[src/rtl/pc_gen.sv]
// Fetch program-counter generator: sequential/redirect next-PC with a pending-redirect latch.
// Define PC_BTB_EN to add a direct-mapped branch target buffer for next-PC prediction.
module pc_gen #(
  parameter int unsigned        ADDR_W       = 32,
  parameter logic [ADDR_W-1:0]  RESET_VECTOR = '0,
  parameter int unsigned        PC_STEP      = 4,
  parameter int unsigned        BTB_ENTRIES  = 16
) (
  input  logic              clk_in,
  input  logic              rst_in,
  input  logic              rdy_in,
  input  logic              stall_in,
  input  logic              redirect_in,
  input  logic [ADDR_W-1:0] redirect_target_in,
  input  logic              upd_valid_in,
  input  logic [ADDR_W-1:0] upd_pc_in,
  input  logic [ADDR_W-1:0] upd_target_in,
  input  logic              upd_taken_in,
  output logic [ADDR_W-1:0] pc_out,
  output logic              pc_valid_out,
  output logic              pred_taken_out,
  output logic [ADDR_W-1:0] pred_target_out
);

  localparam int unsigned       SHIFT      = $clog2(PC_STEP);
  localparam logic [ADDR_W-1:0] STEP       = ADDR_W'(PC_STEP);
  localparam logic [ADDR_W-1:0] ALIGN_MASK = ~(STEP - ADDR_W'(1));

  typedef enum logic [1:0] {StBoot, StRun, StHold} state_e;

  state_e            state_q, state_d;
  logic [ADDR_W-1:0] pc_q, pc_d;
  logic              pend_valid_q, pend_valid_d;
  logic [ADDR_W-1:0] pend_target_q, pend_target_d;
  logic              hold;
  logic              pred_taken;
  logic [ADDR_W-1:0] pred_target;

`ifdef PC_BTB_EN
  localparam int unsigned IDX_W = $clog2(BTB_ENTRIES);
  localparam int unsigned TAG_W = ADDR_W - SHIFT - IDX_W;

  logic              btb_valid_q  [BTB_ENTRIES];
  logic [TAG_W-1:0]  btb_tag_q    [BTB_ENTRIES];
  logic [ADDR_W-1:0] btb_target_q [BTB_ENTRIES];
  logic [1:0]        btb_ctr_q    [BTB_ENTRIES];

  logic [IDX_W-1:0]  lk_idx, up_idx;
  logic [TAG_W-1:0]  lk_tag, up_tag;
  logic              up_hit;

  assign lk_idx = pc_q[SHIFT +: IDX_W];
  assign lk_tag = pc_q[ADDR_W-1 -: TAG_W];
  assign up_idx = upd_pc_in[SHIFT +: IDX_W];
  assign up_tag = upd_pc_in[ADDR_W-1 -: TAG_W];
  assign up_hit = btb_valid_q[up_idx] && (btb_tag_q[up_idx] == up_tag);

  assign pred_taken  = btb_valid_q[lk_idx] && (btb_tag_q[lk_idx] == lk_tag) &&
                       btb_ctr_q[lk_idx][1];
  assign pred_target = btb_target_q[lk_idx];

  // Only valid bits are reset; stale tags/targets are masked by them.
  always_ff @(posedge clk_in) begin
    if (rst_in) begin
      for (int i = 0; i < BTB_ENTRIES; i++) btb_valid_q[i] <= 1'b0;
    end else if (upd_valid_in && rdy_in) begin
      if (up_hit) begin
        if (upd_taken_in) begin
          if (btb_ctr_q[up_idx] != 2'd3) btb_ctr_q[up_idx] <= btb_ctr_q[up_idx] + 2'd1;
          btb_target_q[up_idx] <= upd_target_in & ALIGN_MASK;
        end else if (btb_ctr_q[up_idx] != 2'd0) begin
          btb_ctr_q[up_idx] <= btb_ctr_q[up_idx] - 2'd1;
        end
      end else if (upd_taken_in) begin
        btb_valid_q[up_idx]  <= 1'b1;
        btb_tag_q[up_idx]    <= up_tag;
        btb_target_q[up_idx] <= upd_target_in & ALIGN_MASK;
        btb_ctr_q[up_idx]    <= 2'd2;
      end
    end
  end

  logic unused_upd_pc;
  assign unused_upd_pc = ^upd_pc_in;
`else
  localparam int unsigned unused_btb_entries = BTB_ENTRIES;

  assign pred_taken  = 1'b0;
  assign pred_target = '0;

  logic unused_upd;
  assign unused_upd = ^{upd_valid_in, upd_pc_in, upd_target_in, upd_taken_in};
`endif

  assign hold = stall_in | ~rdy_in;

  always_comb begin
    state_d       = state_q;
    pc_d          = pc_q;
    pend_valid_d  = pend_valid_q;
    pend_target_d = pend_target_q;
    unique case (state_q)
      StBoot: begin
        // Nothing advances in BOOT, so any redirect is parked for the first RUN advance.
        if (redirect_in) begin
          pend_valid_d  = 1'b1;
          pend_target_d = redirect_target_in & ALIGN_MASK;
        end
        if (rdy_in) state_d = StRun;
      end
      default: begin
        if (hold) begin
          if (redirect_in) begin
            pend_valid_d  = 1'b1;
            pend_target_d = redirect_target_in & ALIGN_MASK;
            state_d       = StHold;
          end
        end else begin
          state_d = StRun;
          if (redirect_in) begin
            pc_d         = redirect_target_in & ALIGN_MASK;
            pend_valid_d = 1'b0;
          end else if (pend_valid_q) begin
            pc_d         = pend_target_q;
            pend_valid_d = 1'b0;
          end else if (pred_taken) begin
            pc_d = pred_target;
          end else begin
            pc_d = pc_q + STEP;
          end
        end
      end
    endcase
  end

  always_ff @(posedge clk_in) begin
    if (rst_in) begin
      state_q       <= StBoot;
      pc_q          <= RESET_VECTOR;
      pend_valid_q  <= 1'b0;
      pend_target_q <= '0;
    end else begin
      state_q       <= state_d;
      pc_q          <= pc_d;
      pend_valid_q  <= pend_valid_d;
      pend_target_q <= pend_target_d;
    end
  end

  assign pc_out          = pc_q;
  assign pc_valid_out    = (state_q != StBoot);
  assign pred_taken_out  = pred_taken;
  assign pred_target_out = pred_target;

endmodule

[config.mk]
export PLATFORM = sky130hd
export DESIGN_NAME = pc_gen
export DESIGN_NICKNAME = d
export VERILOG_FILES = /design/src/rtl/pc_gen.sv
export SDC_FILE = /design/constraint.sdc
export NUM_CORES = 1
export LEC_CHECK = 0
export ABC_AREA = 0
export BUFFER_PORTS_ARGS = -buffer_cell sky130_fd_sc_hd__buf_2
export CORE_UTILIZATION = 47
export DETAILED_ROUTE_END_ITERATION = 10
export GPL_ROUTABILITY_DRIVEN = 1
export GPL_TIMING_DRIVEN = 0
export PLACE_DENSITY = 0.79
export SLEW_MARGIN = 30
export SYNTH_ARGS = -nofsm -noshare
export SYNTH_HDL_FRONTEND = slang
export SYNTH_SLANG_ARGS = --single-unit
export TNS_END_PERCENT = 100
[constraint.sdc]
create_clock -name clk_in -period 2 [get_ports clk_in]
set_clock_uncertainty 0.1 [all_clocks]
set_input_delay 0.1 -clock clk_in [delete_from_list [all_inputs] [get_ports clk_in]]
set_output_delay 0.1 -clock clk_in [all_outputs]
set_load 0.01 [all_outputs]
---- Word level (Yosys, flattened, before mapping) ----
Cells that the tools add are included.
word-level totals
  bits in registers ....................... 67
  bits in latches ......................... 0
  RAM bits ................................ 0
  ROM bits ................................ 0
  input bits .............................. 103
  output and inout bits ................... 66
  logic and storage cells ................. 28
  memories kept ........................... 0
cells by class
  add/sub/neg operators ................... 1
  $mul .................................... 0
  divide/modulo/power cells ............... 0
  order comparisons ....................... 0
  eq/ne operators ......................... 2
  shift-type cells ........................ 0
  multiplexer cells ....................... 12
  bitwise operators ....................... 4
  reduce and logical (&&, ||, !) cells .... 5
operator list
  operator                                                                  number
  32-bit 2-to-1 mux                                                         5
  32-bit by 3-bit adder with 32-bit output (second input constant)          1
  2-bit 2-to-1 mux                                                          4
  2-bit AND reduction                                                       2
  2-bit nonzero test                                                        2
  1-bit 2-to-1 mux                                                          3
  3-bit by 2-bit inequality test with 1-bit output (second input constant)  1
  1-bit inverter                                                            3
  2-bit zero test                                                           1
  2-bit inequality test (second input constant)                             1
  1-bit bitwise OR                                                          1

---- Depth between registers and ports, before layout ----
  depth in word-level cells ............... 4
  mapped depth ............................ 8
  gate-level depth less buffers ........... 6

---- Least setup slack after synthesis ----
No wires, ideal clock.
  path type ............................... flip-flop to flip-flop
  from .................................... reg pc_q[4], in the netlist pc_out[4]
  to ...................................... reg pc_q[31], in the netlist pc_out[31]
  library setup time ...................... 0.122 ns
  arrival ................................. 1.620 ns
  data required time ...................... 1.778 ns
  path slack .............................. 0.158 ns
  cell stages (with the launch flop) ...... 7
  buffers on the path ..................... 1
  clock period less this slack ............ 1.842 ns
  path through ............................ dfxtp_1 -> buf_2 -> nand4_1 -> nor2_2 -> nand3_1 -> or4_1 -> o311a_1
on the way
  longest elaborated chain between the ends .. 3
RTL lines
  what                                      line  text
  start: declaration                        32    logic [ADDR_W-1:0] pc_q, pc_d;
  start signal: assignment                  144   pc_q <= pc_d;
  32-bit by 3-bit adder with 32-bit output  129   pc_d = pc_q + STEP;
  32-bit 2-to-1 mux                         123   end else if (pend_valid_q) begin
  32-bit 2-to-1 mux                         120   if (redirect_in) begin
No other way between the ends.
A chain may end at the register's enable or synchronous reset.

---- Worst setup path in the final report ----
  from .................................... reg pc_q[4], in the netlist pc_out[4]
  to ...................................... reg pc_q[30], in the netlist pc_out[30]
Same word-level chain as after synthesis.

==> flow_metrics.tcl <==
set metrics [dict create \
    n_antenna_cell 0 \
    vias 4218 \
    finalPower_w 0.00305 \
    clk_latency_ps 360 \
    syn_avg_cell_area_um2 7.28 \
    synth_xor_xnor_area_share 0.0288 \
    die_w_um 90.2 \
    nNetsFinal 749 \
    synth_mux_area_frac 0.00822 \
    synth-adder-area-share 0.00342 \
    cts_root_buffer "clkbuf_8" \
    drt_first_pass_iters 6 \
    powerDensity_mw_per_mm2 630 \
    fin_crit_sh 0.962 \
    grtUsageTotal 0.298 \
    grt_max_degree 11 \
    yosysMostFrequentCell "nand2_1" \
    cts_htree_levels 3 \
    drcViolationCount 0 \
    synth_top_family_by_area "simple AND/OR/NAND/NOR gates" \
    cts_max_path_buffers 2 \
    avgRoutedWirePerCell_um 16.3 \
    die_h_um 90.2 \
    antenna_found_initial 0 \
    status "completed" \
    cts_sinks 63 \
    tightest_slew_ps 689 \
    leakage_nw 2.12 \
    grt_pass1_wl_um 18900 \
    r2r-start "pc_out[4]" \
    critPathRequiredTime_ps 2180 \
    synth_cells 502 \
    r2r_slack_ps 80 \
    syn-cell-area_mm2 0.00365 \
    area_growth_pct 32.7 \
    finalSetupTns_ps 0 \
    irDropWorstVdd_v 0.000498 \
    initial_utilization 0.496 \
    finalHoldViolCount 0 \
    yosysTopAreaCell "dfxtp_1" \
    overflow 0 \
    slew_headroom 0.541 \
    end_kind "register" \
    worstPathCellList "buf_6 > and4_1 > and3_1 > buf_6 > nand4_1 > or4_4 > a31oi_1" \
    fin_ws_ps 76.1 \
    slew_viol_final 0 \
    synthDistinctLibCells 53 \
    ys_seq_area_frac 0.345 \
    crit_top_cell "buf_6" \
    r2r_end "pc_out[30]" \
    grt_pass1_vias 3831 \
    yosys_warnings 0 \
    startpoint "pc_out[4]" \
    cts.clk_slew.worst_paths_ps 80 \
    hpwl_um 8090 \
    start_kind "register" \
    fmax_mhz 520 \
    synthSimpleGateAreaFrac 0.256 \
    synth_seq_cells 63 \
    ys_top_cells_by_count "107 x nand2_1, 63 x dfxtp_1, 55 x a21oi_1" \
    synthFlopType "dfxtp_1" \
    cp_max_fo 7 \
    holdPathStages 3 \
    pre_cts_slack_ps -137 \
    hold_path_class "in2reg" \
    reg2reg_depth 7 \
    synth_compound_area_frac 0.233 \
    synth-edff-count 0 \
    io_buffers 65 \
    path_class "reg2reg" \
    synthArstFlopShare 0 \
    coreArea_mm2 0.00737 \
    dieArea_mm2 0.00813 \
    synth_top_area_share 0.345 \
    synth_area_leaders "dfxtp_1 35%, nand2_1 11%, buf_4 7.6%, a21oi_1 7.5%, o21ai_0 5.8%" \
    drt_iter0_drc 494 \
    routabilityCongestion 0.937 \
    cts_buffers 9 \
    cpPeakStageDelay_ps 530 \
    cap_violations 0 \
    viasPerCell 5.63 \
    crit_end "pc_out[30]" \
    cp.arrival_ps 2110 \
    post-route-min-period_ps 1920 \
    setup_viol 0 \
    wl_um 12200 \
    cts_tree "done" \
    ant_nets 0 \
    io_pins 169 \
    drive_gt1_frac 0.257 \
    critPathSlowestCell "or4_4" \
    num_rows 31 \
]
[final cells by class]
type	instances	area, um2
Fill cell	652	2520
Multi-Input combinational cell	393	2100
Sequential cell	63	1280
Timing Repair Buffer	100	668
Buffer	72	464
Clock buffer	12	145
Tap cell	99	124
Clock inverter	4	45.0
Inverter	6	23.8
[kinds of logic after synthesis]
group,after synthesis
AOI/OAI and AO/OA,145
xor gates and xnor gates,12
adders and majority gates,1
buffers and inverters,80
DFF,63
muxes,3
other,1
and+or+nand+nor,197
[repair_timing]
item / 4_1_cts / 5_1_grt
setup endpoints to repair: 17 / 57
pin swaps: 1 / 7
hold buffers: 32 / 0
gates resized for setup: 9 / 42
buffers inserted: 0 / 3
hold endpoints to repair: 36 / 0
[through the flow]
| step | std cells | instance area [um2] | hold slack, ps | utilization |
|---|---|---|---|---|
| floorplan | 536 | 3780 | 136 | - |
| global placement | 700 | 4230 | 240 | 0.574 |
| detailed placement | 700 | 4230 | 257 | 0.574 |
| CTS | 748 | 4770 | 22.0 | 0.647 |
| global route | 749 | 4850 | 30.7 | 0.658 |
| finish | 749 | 4850 | 13.5 | 0.658 |
[flip-flops by register name (all words and copies together), names as in the netlist]
| signal | cells |
|---|---|
| pend_target_q | 30 |
| pc_out | 30 |
| state_q | 2 |
| pend_valid_q | 1 |
[worst min-delay path by stage]
stage,from,end,slack (ps)
after global routing,stall_in,state_q[1],30
after CTS,stall_in,state_q[1],20
after floorplan,redirect_target_in[28],pend_target_q[28],140
after detailed placement,redirect_target_in[6],pend_target_q[6],260
final,stall_in,state_q[1],10
after global placement,rdy_in,state_q[0],240
[worst max-delay path, delay by kind of cell, from the launching register on]
family | cells | cell delay (ps)
buf+inv | 2 | 220
simple gates | 4 | 1010
compound gates | 1 | 170
flops | 1 | 330
[layer usage]
metal | wire [um] | vias up | track usage
met1 | 4770 | 1913 | 0.375
met2 | 5650 | 295 | 0.480
met5 | 0 | - | 0
met3 | 1370 | 39 | 0.0651
met4 | 397 | 0 | 0.147
li1 | - | 1971 | -
[layout by cell type, fill, tap and decap left out, types with 16 or more instances in the layout]
master	count
conb_1	35
dlygate4sd3_1	32
buf_2	71
nor2_1	22
o21ai_0	40
dfxtp_1	51
a21oi_1	55
buf_4	40
clkbuf_1	16
nand2_1	107
[power by group]
part | internal (W) | switching, W | total, W
clock network | 0.000604 | 0.000519 | 0.00112
logic | 0.000234 | 0.000322 | 0.000556
registers | 0.00132 | 0.0000552 | 0.00137
total | 0.00216 | 0.000896 | 0.00305
Note: power is estimated with default switching activity, not from simulation.
